## src/rtl/pong_pkg.sv

```systemverilog
// Shared definitions for the pong graphics block.
//   - FSM state type (IDLE / PLAY)
//   - geometry constants: frame-tick position, wall, paddle, ball, step sizes
//   - 12-bit colour constants (4 bits per channel, R in the MSBs)
//   - small helpers for the pixel range tests
package pong_pkg;

    typedef enum logic {
        ST_IDLE = 1'b0,
        ST_PLAY = 1'b1
    } state_t;

    // Raster position that marks the start of vertical blanking.
    localparam logic [10:0] TICK_HC     = 11'd0;
    localparam logic [10:0] TICK_VC     = 11'd480;

    // Left wall column span.
    localparam logic [9:0]  WALL_X_L    = 10'd32;
    localparam logic [9:0]  WALL_X_R    = 10'd35;

    // Paddle: fixed column span, 72 rows tall, moves 4 lines per frame.
    localparam logic [9:0]  PAD_X_L     = 10'd600;
    localparam logic [9:0]  PAD_X_R     = 10'd603;
    localparam logic [9:0]  PAD_H       = 10'd72;
    localparam logic [9:0]  PAD_LAST    = 10'd71;
    localparam logic [9:0]  PAD_STEP    = 10'd4;
    localparam logic [9:0]  PAD_Y_RST   = 10'd204;
    localparam logic [9:0]  PAD_Y_BOT   = 10'd476;

    // Ball: 8x8, moves 2 pixels per frame on each axis.
    localparam logic [9:0]  BALL_LAST   = 10'd7;
    localparam logic [9:0]  BALL_STEP   = 10'd2;
    localparam logic [9:0]  BALL_X_RST  = 10'd320;
    localparam logic [9:0]  BALL_Y_RST  = 10'd240;
    localparam logic [9:0]  BALL_Y_TOP  = 10'd2;
    localparam logic [9:0]  BALL_Y_BOT  = 10'd477;
    localparam logic [9:0]  BALL_X_WALL = 10'd36;
    localparam logic [9:0]  BALL_X_MISS = 10'd639;

    localparam logic [11:0] COL_BALL    = 12'hF00;
    localparam logic [11:0] COL_PADDLE  = 12'h0F0;
    localparam logic [11:0] COL_WALL    = 12'h00F;
    localparam logic [11:0] COL_BG      = 12'h000;

    // Widen a 10-bit object coordinate to raster-counter width.
    function automatic logic [10:0] ext(input logic [9:0] v);
        return {1'b0, v};
    endfunction

    // Inclusive range test on raster coordinates.
    function automatic logic in_span(input logic [10:0] p,
                                     input logic [10:0] lo,
                                     input logic [10:0] hi);
        return (p >= lo) && (p <= hi);
    endfunction

endpackage

```

## src/rtl/pong_tick_gen.sv

```systemverilog
// Frame tick generator.
// The raster counters hold each (hc, vc) value for several clocks, so the
// tick is produced from the rising edge of the "at (0,480)" match.
// Ports:
//   clk   - system clock
//   reset - synchronous, active-high
//   hc    - current pixel column (11 bits)
//   vc    - current pixel line (11 bits)
//   tick  - one-clk pulse on the first clk where hc==0 and vc==480
module pong_tick_gen
    import pong_pkg::*;
(
    input  logic        clk,
    input  logic        reset,
    input  logic [10:0] hc,
    input  logic [10:0] vc,
    output logic        tick
);

    logic hit_d, hit_q;
    logic rst_seen_d, rst_seen_q;

    always_comb begin
        hit_d      = (hc == TICK_HC) && (vc == TICK_VC);
        rst_seen_d = 1'b0;
        // The edge register is cleared in reset, so the first clk after
        // release is masked; otherwise a held (0,480) would look like an edge.
        tick       = hit_d && !hit_q && !rst_seen_q;
    end

    always_ff @(posedge clk) begin
        if (reset) begin
            hit_q      <= 1'b0;
            rst_seen_q <= 1'b1;
        end else begin
            hit_q      <= hit_d;
            rst_seen_q <= rst_seen_d;
        end
    end

endmodule

```

## src/rtl/pong_graph.sv

```systemverilog
// Pong game object logic and pixel generator.
// Holds the paddle, the ball and the IDLE/PLAY state, updates them once per
// frame, and produces a registered pixel colour for the current (hc, vc).
// Optional feature: define PONG_MISS_CNT_EN to build the 4-bit miss counter;
// without it `miss` is tied to 0 (misses still recentre the ball).
// Ports:
//   clk   - system clock
//   reset - synchronous, active-high
//   btn   - paddle buttons, btn[0]=up, btn[1]=down (debounced, clk-synchronous)
//   hc    - current pixel column (0..799)
//   vc    - current pixel line (0..524)
//   rgb   - pixel colour, 1 clk after hc/vc
//   miss  - number of balls missed, wraps 15->0
module pong_graph
    import pong_pkg::*;
#(
    parameter int CD = 12
) (
    input  logic          clk,
    input  logic          reset,
    input  logic [1:0]    btn,
    input  logic [10:0]   hc,
    input  logic [10:0]   vc,
    output logic [CD-1:0] rgb,
    output logic [3:0]    miss
);

    logic          tick;
    state_t        state_d,    state_q;
    logic [9:0]    paddle_y_d, paddle_y_q;
    logic [9:0]    ball_x_d,   ball_x_q;
    logic [9:0]    ball_y_d,   ball_y_q;
    logic          vx_neg_d,   vx_neg_q;   // 1: vx = -2, 0: vx = +2
    logic          vy_neg_d,   vy_neg_q;   // 1: vy = -2, 0: vy = +2
    logic [CD-1:0] rgb_d,      rgb_q;
    logic          miss_hit;
    logic          paddle_face;
    logic          rows_overlap;
    logic          ball_on, paddle_on, wall_on;

    pong_tick_gen u_tick_gen (
        .clk   (clk),
        .reset (reset),
        .hc    (hc),
        .vc    (vc),
        .tick  (tick)
    );

    always_comb begin
        // NOTE: every always_comb output is given a default first so no
        // path through the block leaves it unassigned (no latches).
        state_d      = state_q;
        paddle_y_d   = paddle_y_q;
        ball_x_d     = ball_x_q;
        ball_y_d     = ball_y_q;
        vx_neg_d     = vx_neg_q;
        vy_neg_d     = vy_neg_q;

        // Miss is evaluated first and overrides every bounce rule.
        miss_hit     = tick && (state_q == ST_PLAY) &&
                       (ball_x_q + BALL_LAST >= BALL_X_MISS);
        paddle_face  = in_span(ext(ball_x_q + BALL_LAST), ext(PAD_X_L), ext(PAD_X_R));
        rows_overlap = (ball_y_q + BALL_LAST >= paddle_y_q) &&
                       (ball_y_q <= paddle_y_q + PAD_LAST);

        if (tick) begin
            // Paddle moves regardless of game state; both buttons = no move.
            if (btn == 2'b01 && paddle_y_q >= PAD_STEP)
                paddle_y_d = paddle_y_q - PAD_STEP;
            else if (btn == 2'b10 && paddle_y_q + PAD_H <= PAD_Y_BOT)
                paddle_y_d = paddle_y_q + PAD_STEP;

            if (miss_hit) begin
                state_d  = ST_IDLE;
                ball_x_d = BALL_X_RST;
                ball_y_d = BALL_Y_RST;
                vx_neg_d = 1'b1;
                vy_neg_d = 1'b0;
            end else if (state_q == ST_IDLE) begin
                if (btn != 2'b00)
                    state_d = ST_PLAY;
            end else begin
                // Move with the current velocity; the new velocity is decided
                // from the pre-move position and takes effect next frame.
                ball_x_d = vx_neg_q ? ball_x_q - BALL_STEP : ball_x_q + BALL_STEP;
                ball_y_d = vy_neg_q ? ball_y_q - BALL_STEP : ball_y_q + BALL_STEP;

                if (ball_y_q <= BALL_Y_TOP)
                    vy_neg_d = 1'b0;
                else if (ball_y_q + BALL_LAST >= BALL_Y_BOT)
                    vy_neg_d = 1'b1;

                if (ball_x_q <= BALL_X_WALL)
                    vx_neg_d = 1'b0;
                else if (!vx_neg_q && paddle_face && rows_overlap)
                    vx_neg_d = 1'b1;
            end
        end
    end

    // Pixel colour: ball > paddle > wall > background.
    always_comb begin
        ball_on   = (state_q == ST_PLAY) &&
                    in_span(hc, ext(ball_x_q), ext(ball_x_q + BALL_LAST)) &&
                    in_span(vc, ext(ball_y_q), ext(ball_y_q + BALL_LAST));
        paddle_on = in_span(hc, ext(PAD_X_L), ext(PAD_X_R)) &&
                    in_span(vc, ext(paddle_y_q), ext(paddle_y_q + PAD_LAST));
        wall_on   = in_span(hc, ext(WALL_X_L), ext(WALL_X_R));

        if (ball_on)
            rgb_d = CD'(COL_BALL);
        else if (paddle_on)
            rgb_d = CD'(COL_PADDLE);
        else if (wall_on)
            rgb_d = CD'(COL_WALL);
        else
            rgb_d = CD'(COL_BG);
    end

`ifdef PONG_MISS_CNT_EN
    logic [3:0] miss_d, miss_q;

    always_comb begin
        miss_d = miss_hit ? miss_q + 4'd1 : miss_q;
    end

    always_ff @(posedge clk) begin
        if (reset)
            miss_q <= 4'd0;
        else
            miss_q <= miss_d;
    end

    assign miss = miss_q;
`else
    assign miss = 4'd0;
`endif

    // NOTE: sequential state uses non-blocking assignments so every flop
    // samples the pre-edge values regardless of statement order.
    always_ff @(posedge clk) begin
        if (reset) begin
            state_q    <= ST_IDLE;
            paddle_y_q <= PAD_Y_RST;
            ball_x_q   <= BALL_X_RST;
            ball_y_q   <= BALL_Y_RST;
            vx_neg_q   <= 1'b0;
            vy_neg_q   <= 1'b0;
            rgb_q      <= '0;
        end else begin
            state_q    <= state_d;
            paddle_y_q <= paddle_y_d;
            ball_x_q   <= ball_x_d;
            ball_y_q   <= ball_y_d;
            vx_neg_q   <= vx_neg_d;
            vy_neg_q   <= vy_neg_d;
            rgb_q      <= rgb_d;
        end
    end

    assign rgb = rgb_q;

endmodule

```

## config.mk

```make
export PLATFORM = sky130hd
export DESIGN_NAME = pong_graph
export DESIGN_NICKNAME = d
export VERILOG_FILES = /design/src/rtl/pong_pkg.sv /design/src/rtl/pong_tick_gen.sv /design/src/rtl/pong_graph.sv
export SDC_FILE = /design/constraint.sdc
export NUM_CORES = 1
export LEC_CHECK = 0
export CAP_MARGIN = 40
export CORE_ASPECT_RATIO = 0.7
export CORE_MARGIN = 4
export CORE_UTILIZATION = 59
export CTS_BUF_LIST = sky130_fd_sc_hd__clkbuf_4 sky130_fd_sc_hd__clkbuf_8 sky130_fd_sc_hd__clkbuf_16
export DETAILED_ROUTE_END_ITERATION = 10
export PLACE_DENSITY = 0.88
export SYNTH_ARGS = -nofsm -noshare
export SYNTH_HDL_FRONTEND = slang
export SYNTH_SLANG_ARGS = --single-unit
```

## constraint.sdc

```tcl
create_clock -name clk -period 3.4 [get_ports clk]
set_input_delay 0.85 -clock clk [delete_from_list [all_inputs] [get_ports clk]]
set_output_delay 0.85 -clock clk [all_outputs]
set_load 0.01 [all_outputs]
```

==> results.md <==
Outcome:
- The flow ran to the end, and the final reports show no timing, DRC or antenna violations.

Clock network:
- The number of setup buffers added after CTS is 0.
- The H-tree depth is 2.
- The largest buffer count on any clock path is 2.
- The TritonCTS clock tree is built.
- After clock tree synthesis, the clock-pin slew on the worst setup and hold paths is 0.08 ns.
- The cell sitting at the root of the clock tree is a sky130_fd_sc_hd__clkbuf_8.
- The worst-skew pair later-pin latency is 0.29 ns.
- Clock tree synthesis found a total of 34 sinks.
- TritonCTS created 5 clock buffers.

Die:
- The height of the die is 77.94 um.
- The area of the die is 8411 um^2.
- The die outline width is 107.9 um.
- In this run the core area contains 25 standard-cell rows.
- For this design the top-level I/O count stands at 42.
- The core area is 6756 um^2.
- The initial utilization of the core area, before any placement, comes to 61.02%.

Worst setup path:
- The required time of the worst setup path is 3.61 ns.
- Along the worst path, the maximum fanout reaches 12.
- The critical path class is input port to register.
- The start of the worst register-to-register path is paddle_y_q[4]$_SDFFE_PP0P_.
- By instance count, the cell type seen most on the critical path is sky130_fd_sc_hd__or3_1.
- The signal on the critical path passes through clkdlybuf4s50_1, or4_1, or3_1, or3_1, buf_4, or3_1, a21oi_1.
- The most critical setup path has its startpoint at hc[2].
- For this design, the slowest cell found on the critical path is sky130_fd_sc_hd__or4_1.
- STA classifies the critical path startpoint as an input port.
- The data arrival time of the critical path is 3.51 ns.
- STA classifies the critical path endpoint as a register.
- The delay of the slowest cell on the worst path is 0.60 ns.

STA:
- Setup violations remaining at the end of the flow were counted as 0.
- Measured against its own limit, the worst slew margin works out to 53.91%.
- Static timing analysis puts the maximum clock frequency at 303.3 MHz.
- The share of the clock period used by the worst path is 96.98%.
- For the finished layout, the period the worst path requires is 3.297 ns.
- The max-slew violation total from the final report is 0.
- The hold violation total from the final report was 0.
- The final setup skew is 0.007988 ns.
- For the pin with the worst max-slew slack, the measured transition is 0.6823 ns.
- Setup repair after global routing left no endpoint under its margin.

Worst hold path:
- The path class of the tightest hold or removal check is register to register.
- The hold path startpoint is state_q$_SDFFE_PP0P_.

Power:
- Sequential cells burn 44.0% of the power.
- The share of power burned in the clock network is 39.4%.
- Overall power consumption after layout is estimated at 905.4 uW.
- The net switching power figure is 227.5 uW.
- Across the VDD grid, the largest voltage drop is 0.1293 mV.
- The analysis attributes to cell leakage a power of 2.019 nW.
- The combinational fraction of design power is 16.6%.
- The internal portion of the total power is 677.9 uW.
- In this run switching power makes up 25.13% of total power.
- In this run the power density over the cells is 188.0 nW/um^2.

Global route:
- The total grt overflow is 0.
- The maximum number of pins on one net before global-route repair is 13.
- The number of antenna violations at the first check in global routing is 0.
- The overall routing resource usage is 27.48%.
- The number of global-route vias before repair is 3986.
- The wire length of the first global-routing pass is 18650 um.

Finish:
- 0 antenna diodes ended up in the layout.
- The finished cells cover 4816 um^2.
- The share of final-layout standard cells stronger than drive strength 1 is 6.944%.
- The net count of the finished layout is 681.
- The count of filler cells inserted in the layout is 509.
- The area growth from synthesis to layout is 16.81%.

Route:
- Across all layers, the routed design uses 4083 vias.
- The starting DRC count in detailed routing is 385.
- Dividing the detail-routed wire length by the instance count gives 16.93 um.
- The pre-antenna-repair detailed-routing pass consisted of 6 iterations.
- The DRC violation count after routing is 0.
- The count of nets left with antenna violations once routing finished came out at 0.
- The routed design has 11340 um of wire.
- Using the TritonRoute via totals, the vias-per-cell ratio works out to 6.094.

Placed design:
- The count of buffers inserted at the top-level ports is 37.
- The global placement routability congestion is 0.9491.
- Summing all placed instances gives a cell area of 4692 um^2.
- After legalization and detailed placement, the total HPWL measured 9276 um.

Yosys:
- The sequential element share of the synthesized area is 16.51%.
- The biggest area consumer among synthesized cells is sky130_fd_sc_hd__ha_1.
- The mean post-synth cell area is 7.868 um^2.
- The register bit count reported by yosys is 34.
- The fraction of registers with async set/reset is 0%.
- The total standard cell area after synthesis is 4123 um^2.
- The number of warnings issued by yosys is 0.
- Sorting the synthesized cells by area gives the leading types as sky130_fd_sc_hd__ha_1 (24%), sky130_fd_sc_hd__dfxtp_1 (17%), sky130_fd_sc_hd__xnor2_1 (8.5%).
- In the post-synthesis netlist, the cell with the most instances is sky130_fd_sc_hd__ha_1.
- Counting flops with a built-in enable in the synthesized netlist gives 0.
- The synthesized design devotes to its leading area cell type 23.98% of total area.
- The number of distinct library cells after synthesis is 54.
- The most instantiated flip-flop cell in the synthesis netlist is sky130_fd_sc_hd__dfxtp_1.
- The synthesized instance count is 524.
- The commonest cells after synthesis are sky130_fd_sc_hd__ha_1 (79), sky130_fd_sc_hd__nor2_1 (52), sky130_fd_sc_hd__inv_1 (41), sky130_fd_sc_hd__xnor2_1 (40), sky130_fd_sc_hd__nand2_1 (36).

Run:
- The tool flagged a number of max-cap violations equal to 0.
-- power groups by stage --
stage	sequential, mW	combinational (mW)	clock [mW]
after floorplan	0.408	0.0698	0
after global placement	0.408	0.139	0
after detailed placement	0.408	0.146	0
after CTS	0.399	0.147	0.356
after global routing	0.399	0.164	0.378
final	0.399	0.150	0.357
-- cell families after synthesis --
family / after synthesis / share of synthesized area [%]
AOI/OAI and AO/OA: 116 / 18.70
xor gates and xnor gates: 49 / 11.08
DFF: 34 / 16.51
and+or+nand+nor: 174 / 21.09
other: 1 / 0.09096
muxes: 2 / 0.5159
adders and majority gates: 81 / 24.70
buffers and inverters: 67 / 7.314
-- layer usage --
metal | global-route usage (%) | routed length, um | up-vias
met5 | 0 | 0 | -
met4 | 7.062 | 165 | 0
met3 | 7.232 | 1186 | 21
met2 | 43.36 | 4950 | 207
met1 | 37.15 | 5042 | 1883
li1 | - | - | 1972
-- cell usage in the layout (no fill, tap or decap), types with 8 or more instances in the layout --
cell type,instances
sky130_fd_sc_hd__inv_1,41
sky130_fd_sc_hd__nand2_1,36
sky130_fd_sc_hd__clkbuf_8,8
sky130_fd_sc_hd__nor3_1,15
sky130_fd_sc_hd__o21ai_0,25
sky130_fd_sc_hd__ha_1,79
sky130_fd_sc_hd__nor2_1,52
sky130_fd_sc_hd__buf_4,28
sky130_fd_sc_hd__clkdlybuf4s50_1,37
sky130_fd_sc_hd__nand3_1,12
sky130_fd_sc_hd__xnor2_1,40
sky130_fd_sc_hd__dfxtp_1,33
sky130_fd_sc_hd__a21oi_1,24
sky130_fd_sc_hd__nor2b_1,10
sky130_fd_sc_hd__o211ai_1,8
-- state kept, by name (all words and copies together), names as in the netlist --
signal / flops
ball_y_q: 9
rgb: 3
ball_x_q: 9
u_tick_gen.rst_seen_q: 1
paddle_y_q: 8
vy_neg_q: 1
state_q: 1
u_tick_gen.hit_q: 1
vx_neg_q: 1
-- timing repair --
item	in CTS	in global routing
endpoints found under the setup margin	0	2
endpoints found under the hold margin	0	0
hold buffers	0	0
resized for setup	0	3
-- path summary, 6_finish.rpt --
check / end / slack (ns) / depth (start not counted)
worst max register to register: rgb[6]$_SDFF_PP0_ / 0.16 / 10
worst min-delay path: state_q$_SDFFE_PP0P_ / 0.55 / 2
worst max-delay path: ball_x_q[9]$_SDFFE_PP0P_ / 0.10 / 7
worst min register to register: state_q$_SDFFE_PP0P_ / 0.55 / 2
-- worst max-delay path, delay by kind of cell --
family	cells	cell delay [ns]
simple gates	4	1.82
compound gates	1	0.19
buf+inv	2	0.65
-- layout make-up --
cell class | instances | area, um^2 | area share, %
Tap cell | 94 | 117.6 | 2.442
Multi-Input combinational cell | 426 | 3164 | 65.71
Inverter | 43 | 161.4 | 3.352
Clock buffer | 8 | 110.1 | 2.286
Sequential cell | 34 | 681.9 | 14.16
Timing Repair Buffer | 65 | 580.6 | 12.06
-- stage by stage --
step / hold WS [ns] / util, % / TNS, ns / instances / worst slack [ns]
after CTS: 0.5430 / 71.07 / 0 / 670 / 0.1184
after global routing: 0.5749 / 71.28 / 0 / 670 / 0.02786
final: 0.5550 / 71.28 / 0 / 670 / 0.1028
after global placement: 0.5111 / 69.44 / -0.02045 / 662 / -0.02045
after detailed placement: 0.5328 / 69.44 / -0.3569 / 662 / -0.1787
after floorplan: 0.4656 / - / 0 / 527 / 0.5294
(Power assumes the default switching activity.)
